$ cat src/rtl/ball_launch_move_if.sv
// Ball controller bus: game/drawing side (master) to ball controller (slave).
//   startOfFrame  one-cycle pulse per video frame
//   launchReq     one-cycle launch pulse
//   topLeftBatX/Y bat top-left position
//   batHit        ball/bat collision pulse
//   brickHitX/Y   brick side / brick top-bottom collision pulses
//   topLeftX/Y    registered ball top-left position
//   preStart      high while the ball rides on the bat
//   ballLost      one-cycle pulse when the ball falls out the bottom
interface ball_launch_move_if;
    logic        startOfFrame;
    logic        launchReq;
    logic [10:0] topLeftBatX;
    logic [10:0] topLeftBatY;
    logic        batHit;
    logic        brickHitX;
    logic        brickHitY;
    logic [10:0] topLeftX;
    logic [10:0] topLeftY;
    logic        preStart;
    logic        ballLost;

    modport master (
        output startOfFrame, launchReq, topLeftBatX, topLeftBatY, batHit, brickHitX, brickHitY,
        input  topLeftX, topLeftY, preStart, ballLost
    );

    modport slave (
        input  startOfFrame, launchReq, topLeftBatX, topLeftBatY, batHit, brickHitX, brickHitY,
        output topLeftX, topLeftY, preStart, ballLost
    );
endinterface

$ cat src/rtl/ball_launch_move.sv
// Ball position controller. Keeps the ball on the bat until launched, then moves it once per
// frame, bouncing off walls, bat and bricks; reports a lost ball when it exits the bottom.
//   clk    system clock
//   reset  synchronous, active-high
//   bus    ball_launch_move_if.slave (frame/launch/hit inputs, position/status outputs)
module ball_launch_move #(
    parameter int BAT_OFFSET_X = 20,
    parameter int BAT_OFFSET_Y = 14,
    parameter int INIT_VX      = 2,
    parameter int INIT_VY      = 3,
    parameter int LEFT_LIMIT   = 0,
    parameter int RIGHT_LIMIT  = 623,
    parameter int TOP_LIMIT    = 0,
    parameter int BOTTOM_LIMIT = 463
) (
    input  logic               clk,
    input  logic               reset,
    ball_launch_move_if.slave  bus
);

    localparam logic signed [11:0] LeftLim   = 12'(LEFT_LIMIT);
    localparam logic signed [11:0] RightLim  = 12'(RIGHT_LIMIT);
    localparam logic signed [11:0] TopLim    = 12'(TOP_LIMIT);
    localparam logic signed [11:0] BottomLim = 12'(BOTTOM_LIMIT);

    typedef enum logic [1:0] {StPreStart, StMoving, StLost} state_e;

    state_e             state_q, state_d;
    logic [10:0]        x_q, x_d, y_q, y_d;
    logic signed [4:0]  vx_q, vx_d, vy_q, vy_d;
    logic               bat_f_q, bat_f_d, bx_f_q, bx_f_d, by_f_q, by_f_d;

    logic [10:0]        bat_x, bat_y;
    logic signed [4:0]  vx_flip, vy_flip;
    logic signed [11:0] nx, ny;

    assign bat_x = bus.topLeftBatX + 11'(BAT_OFFSET_X);
    assign bat_y = bus.topLeftBatY - 11'(BAT_OFFSET_Y);

    // Collision reflections ahead of the move; a bat hit only matters while descending.
    assign vy_flip = (by_f_q || (bat_f_q && vy_q > 5'sd0)) ? -vy_q : vy_q;
    assign vx_flip = bx_f_q ? -vx_q : vx_q;

    assign nx = $signed({1'b0, x_q}) + {{7{vx_flip[4]}}, vx_flip};
    assign ny = $signed({1'b0, y_q}) + {{7{vy_flip[4]}}, vy_flip};

    always_ff @(posedge clk) begin
        if (reset) begin
            state_q <= StPreStart;
            x_q     <= '0;
            y_q     <= '0;
            vx_q    <= '0;
            vy_q    <= '0;
            bat_f_q <= 1'b0;
            bx_f_q  <= 1'b0;
            by_f_q  <= 1'b0;
        end else begin
            state_q <= state_d;
            x_q     <= x_d;
            y_q     <= y_d;
            vx_q    <= vx_d;
            vy_q    <= vy_d;
            bat_f_q <= bat_f_d;
            bx_f_q  <= bx_f_d;
            by_f_q  <= by_f_d;
        end
    end

    always_comb begin
        state_d = state_q;
        x_d     = x_q;
        y_d     = y_q;
        vx_d    = vx_q;
        vy_d    = vy_q;
        bat_f_d = 1'b0;
        bx_f_d  = 1'b0;
        by_f_d  = 1'b0;

        unique case (state_q)
            StPreStart: begin
                x_d = bat_x;
                y_d = bat_y;
                if (bus.launchReq) begin
                    state_d = StMoving;
                    vx_d    = 5'(INIT_VX);
                    vy_d    = 5'(-INIT_VY);
                end
            end
            StMoving: begin
                if (bus.startOfFrame) begin
                    // Flags are consumed this frame; a hit in this same cycle waits for the next.
                    bat_f_d = bus.batHit;
                    bx_f_d  = bus.brickHitX;
                    by_f_d  = bus.brickHitY;
                    vx_d    = vx_flip;
                    vy_d    = vy_flip;
                    if (nx < LeftLim) begin
                        x_d  = LeftLim[10:0];
                        vx_d = -vx_flip;
                    end else if (nx > RightLim) begin
                        x_d  = RightLim[10:0];
                        vx_d = -vx_flip;
                    end else begin
                        x_d = nx[10:0];
                    end
                    if (ny < TopLim) begin
                        y_d  = TopLim[10:0];
                        vy_d = -vy_flip;
                    end else if (ny > BottomLim) begin
                        // Freeze the last on-screen position for the lost cycle.
                        state_d = StLost;
                        x_d     = x_q;
                    end else begin
                        y_d = ny[10:0];
                    end
                end else begin
                    bat_f_d = bat_f_q | bus.batHit;
                    bx_f_d  = bx_f_q | bus.brickHitX;
                    by_f_d  = by_f_q | bus.brickHitY;
                end
            end
            StLost: begin
                // Reattach to the bat so it is already there when preStart rises.
                x_d     = bat_x;
                y_d     = bat_y;
                state_d = StPreStart;
            end
            default: state_d = StPreStart;
        endcase
    end

    assign bus.topLeftX = x_q;
    assign bus.topLeftY = y_q;
    assign bus.preStart = (state_q == StPreStart);
    assign bus.ballLost = (state_q == StLost) && !reset;

endmodule

$ cat src/flat_wrapper.sv
// flat-port wrapper written by rule: the top's interface ports become plain ports
module ball_launch_move_flat 
#(
    parameter int BAT_OFFSET_X = 20,
    parameter int BAT_OFFSET_Y = 14,
    parameter int INIT_VX      = 2,
    parameter int INIT_VY      = 3,
    parameter int LEFT_LIMIT   = 0,
    parameter int RIGHT_LIMIT  = 623,
    parameter int TOP_LIMIT    = 0,
    parameter int BOTTOM_LIMIT = 463
)
  (clk, reset, bus_startOfFrame, bus_launchReq, bus_topLeftBatX, bus_topLeftBatY, bus_batHit, bus_brickHitX, bus_brickHitY, bus_topLeftX, bus_topLeftY, bus_preStart, bus_ballLost);
  ball_launch_move_if bus_i ();
  input  logic clk;
  input  logic reset;
  input wire logic [$bits(bus_i.startOfFrame)-1:0] bus_startOfFrame;
  input wire logic [$bits(bus_i.launchReq)-1:0] bus_launchReq;
  input wire logic [$bits(bus_i.topLeftBatX)-1:0] bus_topLeftBatX;
  input wire logic [$bits(bus_i.topLeftBatY)-1:0] bus_topLeftBatY;
  input wire logic [$bits(bus_i.batHit)-1:0] bus_batHit;
  input wire logic [$bits(bus_i.brickHitX)-1:0] bus_brickHitX;
  input wire logic [$bits(bus_i.brickHitY)-1:0] bus_brickHitY;
  output wire logic [$bits(bus_i.topLeftX)-1:0] bus_topLeftX;
  output wire logic [$bits(bus_i.topLeftY)-1:0] bus_topLeftY;
  output wire logic [$bits(bus_i.preStart)-1:0] bus_preStart;
  output wire logic [$bits(bus_i.ballLost)-1:0] bus_ballLost;
  assign bus_i.startOfFrame = bus_startOfFrame;
  assign bus_i.launchReq = bus_launchReq;
  assign bus_i.topLeftBatX = bus_topLeftBatX;
  assign bus_i.topLeftBatY = bus_topLeftBatY;
  assign bus_i.batHit = bus_batHit;
  assign bus_i.brickHitX = bus_brickHitX;
  assign bus_i.brickHitY = bus_brickHitY;
  assign bus_topLeftX = bus_i.topLeftX;
  assign bus_topLeftY = bus_i.topLeftY;
  assign bus_preStart = bus_i.preStart;
  assign bus_ballLost = bus_i.ballLost;
  ball_launch_move #(.BAT_OFFSET_X(BAT_OFFSET_X), .BAT_OFFSET_Y(BAT_OFFSET_Y), .INIT_VX(INIT_VX), .INIT_VY(INIT_VY), .LEFT_LIMIT(LEFT_LIMIT), .RIGHT_LIMIT(RIGHT_LIMIT), .TOP_LIMIT(TOP_LIMIT), .BOTTOM_LIMIT(BOTTOM_LIMIT)) u_core (.clk(clk), .reset(reset), .bus(bus_i));
endmodule
$ cat config.mk
export PLATFORM = sky130hd
export DESIGN_NAME = ball_launch_move_flat
export DESIGN_NICKNAME = d
export VERILOG_FILES = /design/src/rtl/ball_launch_move_if.sv /design/src/rtl/ball_launch_move.sv /design/src/flat_wrapper.sv
export SDC_FILE = /design/constraint.sdc
export NUM_CORES = 1
export LEC_CHECK = 0
export ABC_AREA = 1
export ABC_CLOCK_PERIOD_IN_PS = 4920
export BUFFER_PORTS_ARGS = -buffer_cell sky130_fd_sc_hd__buf_2
export CELL_PAD_IN_SITES_DETAIL_PLACEMENT = 2
export CELL_PAD_IN_SITES_GLOBAL_PLACEMENT = 2
export CORE_ASPECT_RATIO = 1.1
export CORE_MARGIN = 5
export CORE_UTILIZATION = 32
export DETAILED_ROUTE_END_ITERATION = 8
export GPL_TIMING_DRIVEN = 0
export PLACE_DENSITY_LB_ADDON = 0.1
export SLEW_MARGIN = 20
export SYNTH_ARGS = -nofsm -noshare
export SYNTH_HDL_FRONTEND = slang
export SYNTH_SLANG_ARGS = --single-unit
$ cat constraint.sdc
create_clock -name clk -period 4.92 [get_ports clk]
set_input_delay 0.492 -clock clk [delete_from_list [all_inputs] [get_ports clk]]
set_output_delay 0.492 -clock clk [all_outputs]
set_load 0.05 [all_outputs]
== Yosys cells after proc, flatten, opt, wreduce, memory -nomap -nowiden ==
Index checks and enable logic that the tools add are counted.

* Order comparisons: 5
* Mux-type cells: 29
* Reductions and logical operators: 12
* Equality and inequality tests: 7
* Bitwise operators: 4
* $add $sub $neg: 8

{| class="wikitable"
|+ Operator list
! kind !! count
|-
| $mux W11 || 8
|-
| $mux W5 || 9
|-
| $pmux W11 S2 || 2
|-
| $add A11 B12 Y12 || 2
|-
| $lt A12 B1 Y1 const B || 2
|-
| $neg A5 Y5 || 4
|-
| $pmux W5 S2 || 2
|-
| $gt A12 B10 Y1 const B || 1
|-
| $gt A12 B11 Y1 const B || 1
|-
| $add A11 B5 Y11 const B || 1
|-
| $sub A11 B4 Y11 const B || 1
|-
| $mux W2 || 4
|-
| $ne A2 B2 Y1 const B || 3
|-
| $reduce_and A3 Y1 || 2
|-
| $gt A5 B1 Y1 const B || 1
|-
| $pmux W2 S2 || 1
|-
| $reduce_and A4 Y1 || 1
|-
| $reduce_bool A2 Y1 || 2
|-
| $reduce_or A2 Y1 || 2
|-
| $mux W1 || 3
|-
| $ne A3 B2 Y1 const B || 1
|-
| $or A1 B1 Y1 || 3
|-
| $eq A2 B1 Y1 const B || 1
|-
| $eq A2 B2 Y1 const B || 1
|-
| other kinds (6) || 7
|}

* Logic and storage cells: 73
* Bits in registers: 37
* Input bits: 29
* Output and inout bits: 24

== Longest topological paths before layout ==
Gate-level depths: netlist of the first run.

* Word-level depth: 10
* Mapped depth: 28
* Depth with buffers taken out: 27

== Worst setup path after synthesis of the first run ==
Ideal clock, no wire load.

* Kind: flip-flop to flip-flop
* From: register u_core.vy_q[0]
* To: register u_core.x_q[3] (netlist: u_core.bus.topLeftX[3])
* Data required time: 4,804 ps
* Path slack: 1,609 ps
* Buffers on the path: 1
* Clock period less this slack: 3,311 ps
* Library setup time: 116 ps
* Cell stages (with the launch flop): 22
* Arrival time: 3,194 ps
* Cells stage by stage: dfxtp_1 > inv_1 > ha_1 > inv_1 > nor2_1 > nand2_1 > ha_1 > a21o_2 > a21oi_2 > ha_1 > nand2_2 > inv_2 > a21oi_2 > nand2_2 > a21oi_4 > xor2_2 > nand2_2 > nand2_4 > nand2_4 > buf_6 > o21ai_0 > nor2_1

* Longest elaborated chain between the ends: 9
* Elaborated cells on any way between the ends: 13
* Classes of those cells: add/sub: 2; order compare: 3; eq/ne: 1; mux: 4; reduce/logical: 3

{| class="wikitable"
|+ Ends and longest elaborated chain
! element !! RTL line !! text
|-
| start: declaration || ball_launch_move.sv:30 || <nowiki>logic signed [4:0] vx_q, vx_d, vy_q, vy_d;</nowiki>
|-
| start signal: assignment || ball_launch_move.sv:62 || <nowiki>vy_q <= vy_d;</nowiki>
|-
| $gt A5 B1 Y1 || ball_launch_move.sv:41 || <nowiki>assign vy_flip = (by_f_q || (bat_f_q && vy_q > 5'sd0)) ? -vy_q : vy_q;</nowiki>
|-
| $logic_and A1 B1 Y1 || ball_launch_move.sv:41 ||
|-
| $logic_or A1 B1 Y1 || ball_launch_move.sv:41 ||
|-
| $mux W5 * || ball_launch_move.sv:41 ||
|-
| $add A11 B12 Y12 * || ball_launch_move.sv:45 || <nowiki>assign ny = $signed({1'b0, y_q}) + {{7{vy_flip[4]}}, vy_flip};</nowiki>
|-
| $lt A12 B1 Y1 || ball_launch_move.sv:106 || <nowiki>if (ny < TopLim) begin</nowiki>
|-
| $mux W11 || ball_launch_move.sv:106 ||
|-
| $mux W11 || ball_launch_move.sv:90 || <nowiki>if (bus.startOfFrame) begin</nowiki>
|-
| $pmux W11 S2 || ball_launch_move.sv:79 || <nowiki>unique case (state_q)</nowiki>
|-
| end signal: assignment || ball_launch_move.sv:50 || <nowiki>x_q <= '0;</nowiki>
|-
| end signal: assignment || ball_launch_move.sv:59 || <nowiki>x_q <= x_d;</nowiki>
|-
| end: declaration || ball_launch_move.sv:29 || <nowiki>logic [10:0] x_q, x_d, y_q, y_d;</nowiki>
|}

Every way passes the cells marked *; elsewhere a longest branch is shown, timed or not. The select of a mux whose other input is x is not followed.
A chain may end at the register's enable or synchronous reset.

== Final worst setup path of the first run ==
* From: register u_core.vy_q[0]
* To: register u_core.x_q[0] (netlist: u_core.bus.topLeftX[0])

The elaborated chain is that of the path after synthesis.

==> results of run 1 <==
-- cells in the mapped netlist (all sizes together) --
master	count
xnor2	5
dfxtp	36
nand3	54
o21ai	28
fa	1
xor2	13
nand3b	2
o21bai	2
ha	28
nand4	9
buf	5
o31a	1
or2	3
o31ai	1
a21oi	45
o22ai	2
nand2	183
a21o	1
nor4	1
nor2	55
clkbuf	4
inv	90
nor3	3
-- sequential cells by signal, summed over array words and instances (netlist names) --
register,flops
u_core.by_f_q,1
u_core.bus.topLeftX,11
u_core.bus.topLeftY,11
u_core.state_q,2
u_core.vy_q,5
u_core.vx_q,4
u_core.bat_f_q,1
u_core.bx_f_q,1
-- where the power goes --
part	total, mW	internal, mW	switching (mW)
clock network	0.332	0.187	0.145
logic	0.805	0.242	0.562
registers	0.374	0.334	0.0406
total	1.51	0.763	0.748
-- critical path, cell delays in order, from the launching register on --
cell and delay, ns:
dfxtp_1 0.34, inv_1 0.16, ha_1 0.18, inv_1 0.07, nor2_1 0.17, nand2_1 0.08
ha_1 0.19, a21o_2 0.26, a21oi_2 0.54, ha_1 0.43, a21oi_1 0.35, nor2_1 0.08
nor2_1 0.13, nand2_1 0.07, nand2_1 0.06, nand2_1 0.09, nand3_1 0.13, nand2_1 0.08
nand2_2 0.12, nand2_4 0.08, nand2_4 0.11, inv_6 0.07, buf_12 0.15, nor2_1 0.13
nor2_1 0.07
-- path summary, 6_finish.rpt --
| path | end | depth (start not counted) | slack, ns |
|---|---|---|---|
| max | u_core.bus.topLeftX[0]$_SDFFE_PP0P_ | 24 | 0.68 |
| max reg2reg | u_core.bus.topLeftX[0]$_SDFFE_PP0P_ | 24 | 0.68 |
| min reg2reg | u_core.vx_q[3]$_SDFFE_PP0P_ | 2 | 0.48 |
| min | u_core.by_f_q$_SDFF_PP0_ | 3 | 0.41 |
-- metrics by stage --
| step | std cells | worst slack (ns) | hold WS [ns] |
|---|---|---|---|
| 2_1_floorplan | 572 | 1.61 | 0.445 |
| 6_report | 775 | 0.681 | 0.408 |
| 3_3_place_gp | 767 | 0.889 | 0.461 |
| 3_5_place_dp | 767 | 0.699 | 0.471 |
| 5_1_grt | 775 | 0.237 | 0.415 |
| 4_1_cts | 775 | 0.639 | 0.406 |
-- final cells by class --
| cell class | instances | area (µm²) | area share, % |
|---|---|---|---|
| inverter | 90 | 343 | 8.57 |
| clock buffer | 5 | 125 | 3.13 |
| buffer | 9 | 65.1 | 1.63 |
| multi-input combinational | 437 | 2290 | 57.2 |
| sequential | 36 | 721 | 18.0 |
| tap | 143 | 179 | 4.47 |
| timing repair buffer | 52 | 260 | 6.51 |
| clock inverter | 3 | 18.8 | 0.469 |
-- routing by layer --
layer | vias to the layer above | share of wire, % | track usage, %
li1 | 1941 | - | -
met1 | 1898 | 42 | 23.3
met2 | 34 | 55 | 41.7
met3 | 15 | 1.2 | 1.96
met4 | 0 | 1.8 | 5.92
met5 | - | 0 | 0
-- cells by family after synthesis --
family	after synthesis
AOI/OAI and AO/OA	80
DFF	36
and+or+nand+nor	310
buffers and inverters	99
adders and majority gates	29
xor gates and xnor gates	18
==> flow_metrics.tcl, run 1 <==
set metrics [dict create \
    status "complete, no violations" \
    worstPathArrival_ns 4.41 \
    synth_nets 630 \
    reg2reg_from "u_core.vy_q[0]$_SDFFE_PP0P_" \
    worstMarginPinSlew_ns 0.993 \
    viasPerCell 5.02 \
    start_util_pct 32.7 \
    ctsHoldBuffers 0 \
    clock_sinks 36 \
    num_io_pins 53 \
    finalHoldViolCount 0 \
    yosysSeqAreaShare_pct 21.1 \
    drcViolationCount 0 \
    crit_path_end_kind "flip-flop" \
    post_synth_mux_area_share_pct 0 \
    crit_path_max_fanout 10 \
    dieArea_um2 12800 \
    synth_top_family_by_area "simple AND/OR/NAND/NOR gates" \
    slew_viol_final 0 \
    nNetsFinal 689 \
    rows 39 \
    core_region_area_um2 10400 \
    syn_inst 572 \
    mostFrequentLayoutCells "nand2_1 (176), inv_1 (88), nor2_1 (54)" \
    synth_xor_area_share_pct 4.84 \
    antenna_cells 0 \
    vias 3888 \
    min_period_ns 4.24 \
    synthTopCellsByArea "dfxtp_1 (21%), nand2_1 (19%), ha_1 (10%)" \
    syn_area_um2 3420 \
    root_buffer "clkbuf_16" \
    dr.pass1.iters 4 \
    yosysTopAreaCell "dfxtp_1" \
    h-tree-depth 2 \
    post_cts_buffers 0 \
    drive_above_1_share_pct 13.1 \
    hp-class "in -> reg" \
    synth_cell_types 35 \
    rsz0062_at_grt "no" \
    clock_path_buffers 2 \
    cap_violations 0 \
    cts_tree "done" \
    max_slew_margin_pct 33.6 \
    grt_pass1_vias 4436 \
    grt_usage_pct 21.1 \
    vdd.ir_drop.worst_mv 0.153 \
    final_util_pct 38.3 \
    fin_crit_sh_pct 86.2 \
    area_growth_pct 17.1 \
    hpwl_mm 11.0 \
    die_w_um 109 \
    final_common_cell "nand2_1" \
    place_area_um2 3850 \
    synth_compound_area_share_pct 12.8 \
    min-delay-start "bus_brickHitY" \
    tns_ns 0 \
    final_area_um2 4000 \
    fillers 1376 \
    synth_area_per_cell_um2 5.97 \
    place_congestion 0.863 \
    grt_max_degree 13 \
    setup_viol 0 \
    yosys_warnings 0 \
    io_buffers 52 \
    fp.dieH_um 118 \
    crit_type "reg -> reg" \
    crit_start "u_core.vy_q[0]$_SDFFE_PP0P_" \
    required_ns 5.10 \
    powerDensity_nw_per_um2 378 \
    total_power_mw 1.51 \
    synth-simple-area-share_pct 38.5 \
    synth_seq_cells 36 \
    routed_wl_mm 13.2 \
    synth.top_cell.area_share_pct 21.1 \
    grt_antenna_before_repair 0 \
    start_kind "flip-flop" \
    overflow 0 \
    grt_pass1_wl_mm 21.7 \
    wl_per_cell_um 17.1 \
    finClkSkew_ns 0.00819 \
    drt_iter0_drc 58 \
    clock_latency_ns 0.29 \
    antenna_left 0 \
    numCtsBuffers 5 \
    path_clk_slew_ns 0.06 \
    synth-adder-area-share_pct 10.8 \
    cts_resized 0 \
    fmax_mhz 236 \
    leakage_nw 2.17 \
]
No activity file was read; power rests on OpenSTA's default activity.
==> inputs of run 2 (changes only) <==
--- a/config.mk
+++ b/config.mk
@@ -8,7 +8,7 @@
 export ABC_AREA = 1
 export ABC_CLOCK_PERIOD_IN_PS = 4920
 export BUFFER_PORTS_ARGS = -buffer_cell sky130_fd_sc_hd__buf_2
-export CELL_PAD_IN_SITES_DETAIL_PLACEMENT = 2
+export CELL_PAD_IN_SITES_DETAIL_PLACEMENT = 1
 export CELL_PAD_IN_SITES_GLOBAL_PLACEMENT = 2
 export CORE_ASPECT_RATIO = 1.1
 export CORE_MARGIN = 5
==> flow_metrics.tcl, run 2 (same netlist as run 1, synthesis figures left out) <==
set metrics [dict create \
    status "complete, no violations" \
    grt_pass1_wl_mm 19.5 \
    slew_viol_final 0 \
    h-tree-depth 2 \
    worstMarginPinSlew_ns 0.984 \
    path_clk_slew_ns 0.06 \
    rows 39 \
    area_growth_pct 17.3 \
    drcViolationCount 0 \
    start_util_pct 32.7 \
    core_region_area_um2 10400 \
    viasPerCell 4.83 \
    powerDensity_nw_per_um2 372 \
    drive_above_1_share_pct 13.0 \
    vias 3746 \
    grt_max_degree 12 \
    grt_pass1_vias 3984 \
    dp_cells 767 \
    wl_per_cell_um 15.0 \
    clock_latency_ns 0.29 \
    max_slew_margin_pct 34.2 \
    finalHoldViolCount 0 \
    place_congestion 0.863 \
    die_w_um 109 \
    rsz0062_at_grt "no" \
    overflow 0 \
    clock_path_buffers 2 \
    crit_path_end_kind "flip-flop" \
    fin_crit_sh_pct 83.4 \
    worstPathArrival_ns 4.31 \
    hp-class "in -> reg" \
    drt_iter0_drc 67 \
    antenna_cells 0 \
    dieArea_um2 12800 \
    nNetsFinal 689 \
    final_common_cell "nand2_1" \
    fp.dieH_um 118 \
    antenna_left 0 \
    crit_path_max_fanout 10 \
    cts_resized 0 \
    hpwl_mm 9.84 \
    leakage_nw 2.16 \
    finClkSkew_ns 0.00545 \
    root_buffer "clkbuf_16" \
    dp_slack_ns 0.840 \
    reg2reg_depth 23 \
    vdd.ir_drop.worst_mv 0.131 \
    crit_type "reg -> reg" \
    io_buffers 52 \
    dr.pass1.iters 4 \
    cap_violations 0 \
    post_cts_buffers 0 \
    setup_viol 0 \
    final_util_pct 38.4 \
    fmax_mhz 244 \
    grt_usage_pct 19.0 \
    num_io_pins 53 \
    fin_cells 775 \
    setup_ws_ns 0.817 \
    total_power_mw 1.49 \
    grt_antenna_before_repair 0 \
    routed_wl_mm 11.7 \
    min_path_cells 3 \
    min_period_ns 4.10 \
    numCtsBuffers 5 \
    ctsHoldBuffers 0 \
    clock_sinks 36 \
    cts_tree "done" \
    required_ns 5.13 \
    start_kind "flip-flop" \
    mostFrequentLayoutCells "nand2_1 (176), inv_1 (88), nor2_1 (54)" \
    tns_ns 0 \
]
run 2: metrics by stage:
| stage | hold slack (ns) | cell area, µm² |
|---|---|---|
| after floorplan | 0.445 | 3420 |
| after global placement | 0.461 | 3850 |
| after detailed placement | 0.468 | 3850 |
| after CTS | 0.411 | 4010 |
| after global routing | 0.432 | 4010 |
| final | 0.414 | 4010 |
run 2: metal layers:
| metal | global-route usage [%] | wire [µm] | vias up |
|---|---|---|---|
| li1 | - | - | 1932 |
| met2 | 35.1 | 6060 | 51 |
| met5 | 0 | 0 | - |
| met1 | 21.8 | 4930 | 1742 |
| met4 | 8.13 | 402 | 0 |
| met3 | 1.96 | 272 | 21 |
run 2: where the power goes:
part | switching, mW | internal (mW) | leakage [nW]
clock network | 0.134 | 0.202 | 0.0701
registers | 0.0399 | 0.334 | 0.297
logic | 0.540 | 0.241 | 1.80
run 2: final timing paths:
check	to	startpoint	slack [ns]
setup / recovery	u_core.bus.topLeftX[1]$_SDFFE_PP0P_	u_core.vy_q[0]$_SDFFE_PP0P_	0.82
hold reg to reg	u_core.vx_q[4]$_SDFFE_PP0P_	u_core.vx_q[4]$_SDFFE_PP0P_	0.47
hold / removal	u_core.bx_f_q$_SDFF_PP0_	bus_brickHitX	0.41
setup reg to reg	u_core.bus.topLeftX[1]$_SDFFE_PP0P_	u_core.vy_q[0]$_SDFFE_PP0P_	0.82
run 2: area by class of cell:
class | count | area (µm²)
plain buffers | 9 | 65.1
clock buffers | 7 | 143
clock inverters | 1 | 7.51
fillers | 1462 | 6440
inverters | 90 | 343
multi-input cells | 437 | 2290
flip-flops and latches | 36 | 721
well taps | 143 | 179
repair buffers | 52 | 260
run 2: worst max-delay path, cell delays in order (launching register included):
cell and delay, ns:
dfxtp_1 0.35, inv_1 0.15, ha_1 0.17, inv_1 0.06, nor2_1 0.14, nand2_1 0.08, ha_1 0.18, a21o_2 0.26
a21oi_2 0.54, ha_1 0.42, a21oi_1 0.34, nor2_1 0.07, nor2_1 0.12, nand2_1 0.06, nand2_1 0.06, nand2_1 0.08
nand3_1 0.13, nand2_1 0.08, nand2_2 0.12, nand2_4 0.07, nand2_4 0.11, buf_4 0.20, nand2_1 0.07, a21oi_1 0.16
==> inputs of run 3 (changes only) <==
--- a/config.mk
+++ b/config.mk
@@ -6,13 +6,13 @@
 export NUM_CORES = 1
 export LEC_CHECK = 0
 export ABC_AREA = 1
-export ABC_CLOCK_PERIOD_IN_PS = 4920
+export ABC_CLOCK_PERIOD_IN_PS = 3410
 export BUFFER_PORTS_ARGS = -buffer_cell sky130_fd_sc_hd__buf_2
 export CELL_PAD_IN_SITES_DETAIL_PLACEMENT = 1
 export CELL_PAD_IN_SITES_GLOBAL_PLACEMENT = 2
 export CORE_ASPECT_RATIO = 1.1
 export CORE_MARGIN = 5
-export CORE_UTILIZATION = 32
+export CORE_UTILIZATION = 27
 export DETAILED_ROUTE_END_ITERATION = 8
 export GPL_TIMING_DRIVEN = 0
 export PLACE_DENSITY_LB_ADDON = 0.1
==> constraint.sdc (replaced) <==
create_clock -name clk -period 3.41 [get_ports clk]
set_input_delay 0.341 -clock clk [delete_from_list [all_inputs] [get_ports clk]]
set_output_delay 0.341 -clock clk [all_outputs]
set_load 0.05 [all_outputs]
==> flow_metrics.tcl, run 3 (same netlist as run 1, synthesis figures left out) <==
set metrics [dict create \
    powerDensity_nw_per_um2 550 \
    die_w_um 117 \
    cts_tree "done" \
    num_io_pins 53 \
    place_congestion 0.808 \
    antenna_cells 0 \
    dp_cells 781 \
    required_ns 3.56 \
    fin_cells 819 \
    mostFrequentLayoutCells "nand2_1 (145), inv_1 (82), buf_2 (52)" \
    worstPathArrival_ns 3.51 \
    rows 43 \
    worstMarginPinSlew_ns 0.751 \
    area_growth_pct 41.7 \
    reg2reg_depth 28 \
    drcViolationCount 0 \
    tns_ns 0 \
    cap_violations 0 \
    drive_above_1_share_pct 29.9 \
    vdd.ir_drop.worst_mv 0.284 \
    max_slew_margin_pct 49.5 \
    grt_pass1_vias 3974 \
    total_power_mw 2.66 \
    overflow 0 \
    ctsHoldBuffers 0 \
    min_period_ns 3.37 \
    finalHoldViolCount 0 \
    place_area_um2 3870 \
    clock_sinks 36 \
    crit_type "reg -> reg" \
    seqCellArea_um2 726 \
    wl_per_cell_um 15.9 \
    fillers 1644 \
    min-delay-start "bus_brickHitX" \
    fp.dieH_um 128 \
    antenna_left 0 \
    reg2reg_from "u_core.vy_q[1]$_SDFFE_PP0P_" \
    crit_slowest_cell "dfxtp_2" \
    cpMostUsedCell "nand2_2" \
    crit_end "u_core.bus.topLeftY[8]$_SDFFE_PP0P_" \
    final_util_pct 38.6 \
    io_buffers 52 \
    grt_usage_pct 17.2 \
    hp-class "in -> reg" \
    crit_path_end_kind "flip-flop" \
    root_buffer "clkbuf_16" \
    fmax_mhz 297 \
    vias 3867 \
    finClkSkew_ns 0.00569 \
    clock_latency_ns 0.29 \
    cpPeakStageDelay_ns 0.34 \
    grt_pass1_wl_mm 20.0 \
    slew_viol_final 0 \
    fin_crit_sh_pct 98.7 \
    dp_slack_ns -0.682 \
    nNetsFinal 719 \
    setup_ws_ns 0.0431 \
    whs_ns 0.259 \
    start_util_pct 27.2 \
    final_common_cell "nand2_1" \
    numCtsBuffers 5 \
    final_area_um2 4840 \
    grt_max_degree 13 \
    leakage_nw 2.43 \
    clock_path_buffers 2 \
    crit_path_max_fanout 7 \
    routed_wl_mm 13.1 \
    r2r-end "u_core.bus.topLeftY[8]$_SDFFE_PP0P_" \
    start_kind "flip-flop" \
    h-tree-depth 2 \
    core_region_area_um2 12500 \
    multi_input_area_um2 2780 \
    dieArea_um2 15000 \
    setup_viol 0 \
    hpwl_mm 10.2 \
    grt_antenna_before_repair 0 \
    crit_start "u_core.vy_q[1]$_SDFFE_PP0P_" \
    path_clk_slew_ns 0.06 \
    r2r_setup_slack_ns 0.04 \
    status "complete, no violations" \
    rsz0062_at_grt "yes" \
    drt_iter0_drc 70 \
    dr.pass1.iters 4 \
    viasPerCell 4.72 \
]
==> run 3: per-layer routing <==
layer  vias to the layer above  GRT usage [%]  part of all wire [%]
li1                       1997              -                     -
met1                      1832           19.1                    40
met2                        31           34.1                    57
met3                         7           1.84                   1.7
met4                         0           3.85                   1.0
met5                         -              0                     0
==> run 3: critical path: cells and delay by family (launching register included) <==
kind / cells / cell delay, ns
and+or+nand+nor: 16 / 1.23
xor gates and xnor gates: 1 / 0.19
DFF: 1 / 0.34
adders and majority gates: 3 / 0.53
AOI/OAI and AO/OA: 3 / 0.39
buffers and inverters: 5 / 0.54
==> run 3: layout make-up <==
| cell class | instances | area share [%] |
|---|---|---|
| plain buffers | 9 | 1.58 |
| clock buffers | 5 | 2.59 |
| inverters | 90 | 7.39 |
| repair buffers | 82 | 11.5 |
| clock inverters | 3 | 0.388 |
| flip-flops and latches | 36 | 15.0 |
| well taps | 157 | 4.06 |
| multi-input cells | 437 | 57.5 |
==> run 3: how the worst min path moves through the flow <==
stage	end	slack (ns)	cells after the start
detailed placement	u_core.vx_q[4]$_SDFFE_PP0P_	0.47	2
finish	u_core.bx_f_q$_SDFF_PP0_	0.26	3
global placement	u_core.vx_q[3]$_SDFFE_PP0P_	0.46	2
CTS	u_core.bx_f_q$_SDFF_PP0_	0.25	3
global route	u_core.by_f_q$_SDFF_PP0_	0.27	3
floorplan	u_core.bus.topLeftY[9]$_SDFFE_PP0P_	0.41	1
==> run 3: timing repair <==
item	CTS	global route
hold endpoints to repair	0	0
pin swaps	21	33
resized for setup	69	70
buffers inserted	17	13
setup endpoints to repair	31	29
cloned	1	1
==> run 3: report_power, final <==
group | internal (mW) | switching, mW
clock | 0.270 | 0.195
combinational | 0.646 | 0.997
sequential | 0.482 | 0.0732
